`config.mk`:
```
export PLATFORM = sky130hd
export DESIGN_NAME = data_mem_arbiter_flat
export DESIGN_NICKNAME = d
export VERILOG_FILES = /design/src/rtl/data_mem_arbiter_pkg.sv /design/src/rtl/data_mem_arbiter_if.sv /design/src/rtl/data_mem_arbiter.sv /design/src/flat_wrapper.sv
export SDC_FILE = /design/constraint.sdc
export NUM_CORES = 1
export LEC_CHECK = 0
export ABC_AREA = 1
export CAP_MARGIN = 0
export CELL_PAD_IN_SITES_DETAIL_PLACEMENT = 1
export CELL_PAD_IN_SITES_GLOBAL_PLACEMENT = 1
export CORE_ASPECT_RATIO = 1.4
export CORE_MARGIN = 2
export CORE_UTILIZATION = 27
export CTS_BUF_LIST = sky130_fd_sc_hd__clkbuf_4
export DETAILED_ROUTE_END_ITERATION = 10
export GPL_TIMING_DRIVEN = 0
export HOLD_SLACK_MARGIN = 0.06
export PLACE_DENSITY = 0.87
export SKIP_CTS_REPAIR_TIMING = 1
export SYNTH_ARGS = -nofsm -noshare
export SYNTH_HDL_FRONTEND = slang
export SYNTH_SLANG_ARGS = --single-unit
```
`constraint.sdc`:
```
create_clock -name clk -period 1.75 [get_ports clk]
set_input_delay 0.525 -clock clk [delete_from_list [all_inputs] [get_ports clk]]
set_output_delay 0.525 -clock clk [all_outputs]
set_load 0.03 [all_outputs]
```
`src/rtl/data_mem_arbiter_pkg.sv`:
```
// Shared CPU constants: data/address widths, opcode encodings and the
// data-memory arbiter state encoding.
package data_mem_arbiter_pkg;

    localparam int DEF_DATA_SIZE = 8;
    localparam int DEF_ARG_SIZE  = 8;

    localparam logic [3:0] OP_NOP   = 4'h0;
    localparam logic [3:0] OP_LOAD  = 4'h1;
    localparam logic [3:0] OP_STORE = 4'h2;
    localparam logic [3:0] OP_ADD   = 4'h3;
    localparam logic [3:0] OP_SUB   = 4'h4;
    localparam logic [3:0] OP_JMP   = 4'h5;

    typedef enum logic [1:0] {
        ST_ARB  = 2'd0,
        ST_OWN0 = 2'd1,
        ST_OWN1 = 2'd2
    } arb_state_t;

endpackage

```
`src/rtl/data_mem_arbiter_if.sv`:
```
// Bundle of the two requester ports, read return and memory command bus
// seen by the data-memory arbiter.
interface data_mem_arbiter_if
    import data_mem_arbiter_pkg::*;
#(
    parameter int DATA_SIZE = DEF_DATA_SIZE,
    parameter int ARG_SIZE  = DEF_ARG_SIZE
);
    logic                 req0, wr0, lock0;
    logic [ARG_SIZE-1:0]  addr0;
    logic [DATA_SIZE-1:0] wrData0;
    logic                 req1, wr1, lock1;
    logic [ARG_SIZE-1:0]  addr1;
    logic [DATA_SIZE-1:0] wrData1;
    logic                 gnt0, gnt1;
    logic                 rdValid0, rdValid1;
    logic [DATA_SIZE-1:0] rdData;
    logic                 memRdEn, memWrEn;
    logic [ARG_SIZE-1:0]  memAddr;
    logic [DATA_SIZE-1:0] memWrData;
    logic [DATA_SIZE-1:0] memRdData;

    modport slave (
        input  req0, wr0, lock0, addr0, wrData0,
        input  req1, wr1, lock1, addr1, wrData1,
        input  memRdData,
        output gnt0, gnt1, rdValid0, rdValid1, rdData,
        output memRdEn, memWrEn, memAddr, memWrData
    );

    modport master (
        output req0, wr0, lock0, addr0, wrData0,
        output req1, wr1, lock1, addr1, wrData1,
        output memRdData,
        input  gnt0, gnt1, rdValid0, rdValid1, rdData,
        input  memRdEn, memWrEn, memAddr, memWrData
    );

endinterface

```
`src/rtl/data_mem_arbiter.sv`:
```
// Two-port data-memory arbiter: core (port 0) and host (port 1) share one
// memory; lock-based ownership, alternating tie-break, tagged read return.
module data_mem_arbiter
    import data_mem_arbiter_pkg::*;
#(
    parameter int DATA_SIZE = DEF_DATA_SIZE,
    parameter int ARG_SIZE  = DEF_ARG_SIZE
)(
    input  logic           clk,
    input  logic           reset,
    data_mem_arbiter_if.slave bus
);

    arb_state_t           r_state;
    logic                 r_lastGnt;
    logic                 r_memRdEn, r_memWrEn;
    logic [ARG_SIZE-1:0]  r_memAddr;
    logic [DATA_SIZE-1:0] r_memWrData;
    logic                 r_tag1_vld, r_tag1_port;
    logic                 r_tag2_vld, r_tag2_port;

    logic w_gnt0, w_gnt1;

    // Ties in ARB go to the port that was not granted last.
    always_comb begin
        w_gnt0 = 1'b0;
        w_gnt1 = 1'b0;
        if (reset) begin
            if (r_state == ST_ARB) begin
                w_gnt0 = bus.req0 & (~bus.req1 | r_lastGnt);
                w_gnt1 = bus.req1 & (~bus.req0 | ~r_lastGnt);
            end else if (r_state == ST_OWN0) begin
                w_gnt0 = bus.req0;
            end else if (r_state == ST_OWN1) begin
                w_gnt1 = bus.req1;
            end
        end
    end

    always_ff @(posedge clk or negedge reset) begin
        if (!reset) begin
            r_state     <= ST_ARB;
            r_lastGnt   <= 1'b1;
            r_memRdEn   <= 1'b0;
            r_memWrEn   <= 1'b0;
            r_memAddr   <= '0;
            r_memWrData <= '0;
            r_tag1_vld  <= 1'b0;
            r_tag1_port <= 1'b0;
            r_tag2_vld  <= 1'b0;
            r_tag2_port <= 1'b0;
        end else begin
            r_memRdEn <= 1'b0;
            r_memWrEn <= 1'b0;
            if (w_gnt0) begin
                r_memAddr   <= bus.addr0;
                r_memWrData <= bus.wrData0;
                r_memWrEn   <= bus.wr0;
                r_memRdEn   <= ~bus.wr0;
                r_lastGnt   <= 1'b0;
                r_state     <= bus.lock0 ? ST_OWN0 : ST_ARB;
            end else if (w_gnt1) begin
                r_memAddr   <= bus.addr1;
                r_memWrData <= bus.wrData1;
                r_memWrEn   <= bus.wr1;
                r_memRdEn   <= ~bus.wr1;
                r_lastGnt   <= 1'b1;
                r_state     <= bus.lock1 ? ST_OWN1 : ST_ARB;
            end else begin
                // No grant while owning means the owner dropped its request.
                r_state <= ST_ARB;
            end
            r_tag1_vld  <= (w_gnt0 & ~bus.wr0) | (w_gnt1 & ~bus.wr1);
            r_tag1_port <= w_gnt1;
            r_tag2_vld  <= r_tag1_vld;
            r_tag2_port <= r_tag1_port;
        end
    end

    assign bus.gnt0      = w_gnt0;
    assign bus.gnt1      = w_gnt1;
    assign bus.memRdEn   = r_memRdEn;
    assign bus.memWrEn   = r_memWrEn;
    assign bus.memAddr   = r_memAddr;
    assign bus.memWrData = r_memWrData;
    assign bus.rdValid0  = r_tag2_vld & ~r_tag2_port;
    assign bus.rdValid1  = r_tag2_vld &  r_tag2_port;
    assign bus.rdData    = reset ? bus.memRdData : '0;

endmodule

```
`src/flat_wrapper.sv`:
```
// flat-port wrapper written by rule: the top's interface ports become plain ports
module data_mem_arbiter_flat import data_mem_arbiter_pkg::*;
#(
    parameter int DATA_SIZE = DEF_DATA_SIZE,
    parameter int ARG_SIZE  = DEF_ARG_SIZE
)
  (clk, reset, bus_req0, bus_wr0, bus_lock0, bus_addr0, bus_wrData0, bus_req1, bus_wr1, bus_lock1, bus_addr1, bus_wrData1, bus_memRdData, bus_gnt0, bus_gnt1, bus_rdValid0, bus_rdValid1, bus_rdData, bus_memRdEn, bus_memWrEn, bus_memAddr, bus_memWrData);
  data_mem_arbiter_if #(.DATA_SIZE(DATA_SIZE), .ARG_SIZE(ARG_SIZE)) bus_i ();
  input  logic clk;
  input  logic reset;
  input wire logic [$bits(bus_i.req0)-1:0] bus_req0;
  input wire logic [$bits(bus_i.wr0)-1:0] bus_wr0;
  input wire logic [$bits(bus_i.lock0)-1:0] bus_lock0;
  input wire logic [$bits(bus_i.addr0)-1:0] bus_addr0;
  input wire logic [$bits(bus_i.wrData0)-1:0] bus_wrData0;
  input wire logic [$bits(bus_i.req1)-1:0] bus_req1;
  input wire logic [$bits(bus_i.wr1)-1:0] bus_wr1;
  input wire logic [$bits(bus_i.lock1)-1:0] bus_lock1;
  input wire logic [$bits(bus_i.addr1)-1:0] bus_addr1;
  input wire logic [$bits(bus_i.wrData1)-1:0] bus_wrData1;
  input wire logic [$bits(bus_i.memRdData)-1:0] bus_memRdData;
  output wire logic [$bits(bus_i.gnt0)-1:0] bus_gnt0;
  output wire logic [$bits(bus_i.gnt1)-1:0] bus_gnt1;
  output wire logic [$bits(bus_i.rdValid0)-1:0] bus_rdValid0;
  output wire logic [$bits(bus_i.rdValid1)-1:0] bus_rdValid1;
  output wire logic [$bits(bus_i.rdData)-1:0] bus_rdData;
  output wire logic [$bits(bus_i.memRdEn)-1:0] bus_memRdEn;
  output wire logic [$bits(bus_i.memWrEn)-1:0] bus_memWrEn;
  output wire logic [$bits(bus_i.memAddr)-1:0] bus_memAddr;
  output wire logic [$bits(bus_i.memWrData)-1:0] bus_memWrData;
  assign bus_i.req0 = bus_req0;
  assign bus_i.wr0 = bus_wr0;
  assign bus_i.lock0 = bus_lock0;
  assign bus_i.addr0 = bus_addr0;
  assign bus_i.wrData0 = bus_wrData0;
  assign bus_i.req1 = bus_req1;
  assign bus_i.wr1 = bus_wr1;
  assign bus_i.lock1 = bus_lock1;
  assign bus_i.addr1 = bus_addr1;
  assign bus_i.wrData1 = bus_wrData1;
  assign bus_i.memRdData = bus_memRdData;
  assign bus_gnt0 = bus_i.gnt0;
  assign bus_gnt1 = bus_i.gnt1;
  assign bus_rdValid0 = bus_i.rdValid0;
  assign bus_rdValid1 = bus_i.rdValid1;
  assign bus_rdData = bus_i.rdData;
  assign bus_memRdEn = bus_i.memRdEn;
  assign bus_memWrEn = bus_i.memWrEn;
  assign bus_memAddr = bus_i.memAddr;
  assign bus_memWrData = bus_i.memWrData;
  data_mem_arbiter #(.DATA_SIZE(DATA_SIZE), .ARG_SIZE(ARG_SIZE)) u_core (.clk(clk), .reset(reset), .bus(bus_i));
endmodule
```
==> results of run 1 <==
[power breakdown]
part | total (mW) | switching (mW) | internal (mW)
Clock | 0.281 | 0.188 | 0.0929
Sequential | 0.695 | 0.0359 | 0.659
Combinational | 0.748 | 0.404 | 0.343
Total | 1.72 | 0.628 | 1.10
[registers in the layout, summed over array words and instances, names as in the netlist]
signal                flops
u_core.bus.memWrData      8
u_core.r_tag1_vld         1
u_core.r_tag2_vld         1
u_core.r_lastGnt          1
u_core.bus.memAddr        8
u_core.r_tag1_port        1
u_core.r_state            2
u_core.bus.memRdEn        1
u_core.r_tag2_port        1
u_core.bus.memWrEn        1
[per-layer routing]
| metal | track usage, % | part of all wire (%) | vias up |
|---|---|---|---|
| met1 | 16.1 | 37 | 710 |
| met5 | 0 | 0 | - |
| met2 | 29.3 | 57 | 47 |
| met4 | 3.06 | 0.60 | 0 |
| met3 | 2.00 | 5.7 | 2 |
| li1 | - | - | 739 |
[worst max-delay path, delay by kind of cell, from the launching register on]
family | cells | cell delay (ps)
and+or+nand+nor | 1 | 80
AOI/OAI and AO/OA | 1 | 190
DFF | 1 | 400
buffers and inverters | 4 | 420
[through the flow]
stage	worst slack, ps	utilization [%]
global route	-297	48.5
floorplan	73.9	-
finish	-187	48.5
CTS	-2150	45.0
global placement	-2100	44.4
detailed placement	-2160	44.4
[cell usage after synthesis (all sizes together)]
| cell type | count |
|---|---|
| buf | 8 |
| nand3 | 15 |
| dfstp | 1 |
| o21ai | 2 |
| o22ai | 2 |
| nand3b | 20 |
| nor2 | 24 |
| nand2 | 53 |
| dfrtp | 24 |
| inv | 42 |
[how the worst max path moves through the flow]
stage               end  cells after the start  slack (ps)              start
6_report       bus_gnt1                      6        -190  u_core.r_state[1]
5_1_grt        bus_gnt0                      7        -300  u_core.r_state[1]
4_1_cts        bus_gnt0                      8       -2150              reset
3_5_place_dp   bus_gnt0                      8       -2160              reset
3_3_place_gp   bus_gnt0                      8       -2100              reset
2_1_floorplan  bus_gnt0                      6          70              reset
[cell type report]
cell class	count	area [um^2]
Fill cell	652	2680
Timing Repair Buffer	83	930
Buffer	8	63.8
Sequential cell	25	627
Inverter	42	160
Clock inverter	1	8.76
Multi-Input combinational cell	116	627
Tap cell	66	82.6
Clock buffer	3	22.5
[cells by family after synthesis]
logic type             share of synthesized area, %
AO/OA/AOI/OAI                                  1.81
buffers and inverters                          15.4
flip-flops                                     43.2
AND/OR/NAND/NOR                                39.6
==> flow_metrics.env, run 1 <==
export IMPL_final_nets=327
export IMPL_die_h_um=90.8
export IMPL_worst_setup_path_type="flip-flop to output port"
export IMPL_p_leak_nw=1.57
export IMPL_fin_skew_ps=4.53
export IMPL_min_path_type="input port to asynchronous set/reset pin"
export IMPL_start_util_pct=27.9
export IMPL_die_w_um=66.0
export IMPL_finalPower_mw=1.72
export IMPL_cp_required_ps=1220
export IMPL_yosys_top_cells_area="dfrtp_1 (41%), nand2_1 (12%), nand3b_1 (10%)"
export IMPL_htree_levels=1
export IMPL_setup_violations=2
export IMPL_syn_area_um2=1450
export IMPL_finalCriticalPeriod_ps=1940
export IMPL_report_final_slew_viol_count=0
export IMPL_grt_overflow=0
export IMPL_clock_path_buffers=2
export IMPL_drv_cap=0
export IMPL_relSlewSlack_pct=76.0
export IMPL_layout_drive_gt1_share_pct=19.1
export IMPL_avgSynthCellArea_um2=7.61
export IMPL_syn_instance_count=191
export IMPL_vias=1498
export IMPL_cts_sink_count=25
export IMPL_r2r_slack_ps=350
export IMPL_violations="setup timing"
export IMPL_grt_pass1_vias=1596
export IMPL_ys_types=20
export IMPL_powerDensity_nw_per_um2=684
export IMPL_critPathLaunchType="flip-flop"
export IMPL_layout_commonest_cell="nand2_1"
export IMPL_grt_max_degree=28
export IMPL_synth_top_area_share_pct=41.3
export IMPL_grtUsageTotal_pct=14.9
export IMPL_final_cell_mix="nand2_1 (46), clkdlybuf4s50_1 (36), inv_1 (31)"
export IMPL_cp_end_kind="output port"
export IMPL_rows=31
export IMPL_yosysWarningCount=0
export IMPL_placed_area_um2=2310
export IMPL_reg2regPathDepth=7
export IMPL_hpwl_mm=3.25
export IMPL_path_cells="inv_2 -> nand2_4 -> buf_6 -> o21ai_4 -> inv_2 -> buf_6"
export IMPL_io_buffers=77
export IMPL_diodes=0
export IMPL_seq_area_frac_synth_pct=43.2
export IMPL_critPathMaxFanout=5
export IMPL_dp_cells=334
export IMPL_dieArea_um2=5990
export IMPL_holdWs_ps=99.6
export IMPL_antenna_found_initial=0
export IMPL_tns_ps=-367
export IMPL_fin_crit_sh_pct=111
export IMPL_post_drt_wl_per_cell_um=12.6
export IMPL_fin_area_um2=2520
export IMPL_synth_top_area_cell="dfrtp_1"
export IMPL_grt_pass1_wl_mm=7.11
export IMPL_first_pass_iters=4
export IMPL_crit_path_max_incr_delay_ps=400
export IMPL_drt_iter0_markers=7
export IMPL_drc=0
export IMPL_root_buffer="clkbuf_4"
export IMPL_numCtsBuffers=3
export IMPL_path_clk_slew_ps=150
export IMPL_worst_slack_ps=-187
export IMPL_vias_per_cell=4.35
export IMPL_routed_wl_mm=4.35
export IMPL_worstMarginPinSlew_ps=360
export IMPL_hold_violations=0
export IMPL_syn2layout_area_growth_pct=73.6
export IMPL_cp_arrival_ps=1410
export IMPL_syn_nets=239
export IMPL_reg2reg_from="u_core.r_lastGnt"
export IMPL_io_pins=78
export IMPL_cpMaxStageDelayCell="dfrtp_1"
export IMPL_status="finished, violations left"
export IMPL_gp_congestion=0.697
export IMPL_stdcell_count=344
export IMPL_ir_worst_vdd_mv=0.381
export IMPL_max_clock_freq_mhz=516
export IMPL_clkLatencyLatePin_ps=320
export IMPL_ant_nets=0
export IMPL_worst_r2r_endpoint="u_core.bus.memWrData[2]"
export IMPL_rsz0062_at_grt="true"
export IMPL_coreArea_um2=5200
export IMPL_cts_tree="yes"
export IMPL_yosys_register_bits=25
Note: power is estimated with default switching activity, not from simulation.
==> run 2: changes to the inputs <==
Settings changed: CTS_CLUSTER_SIZE set to 8.
==> results of run 2 <==
Same layout as run 1: the final DEF is identical, and so are final timing and power.
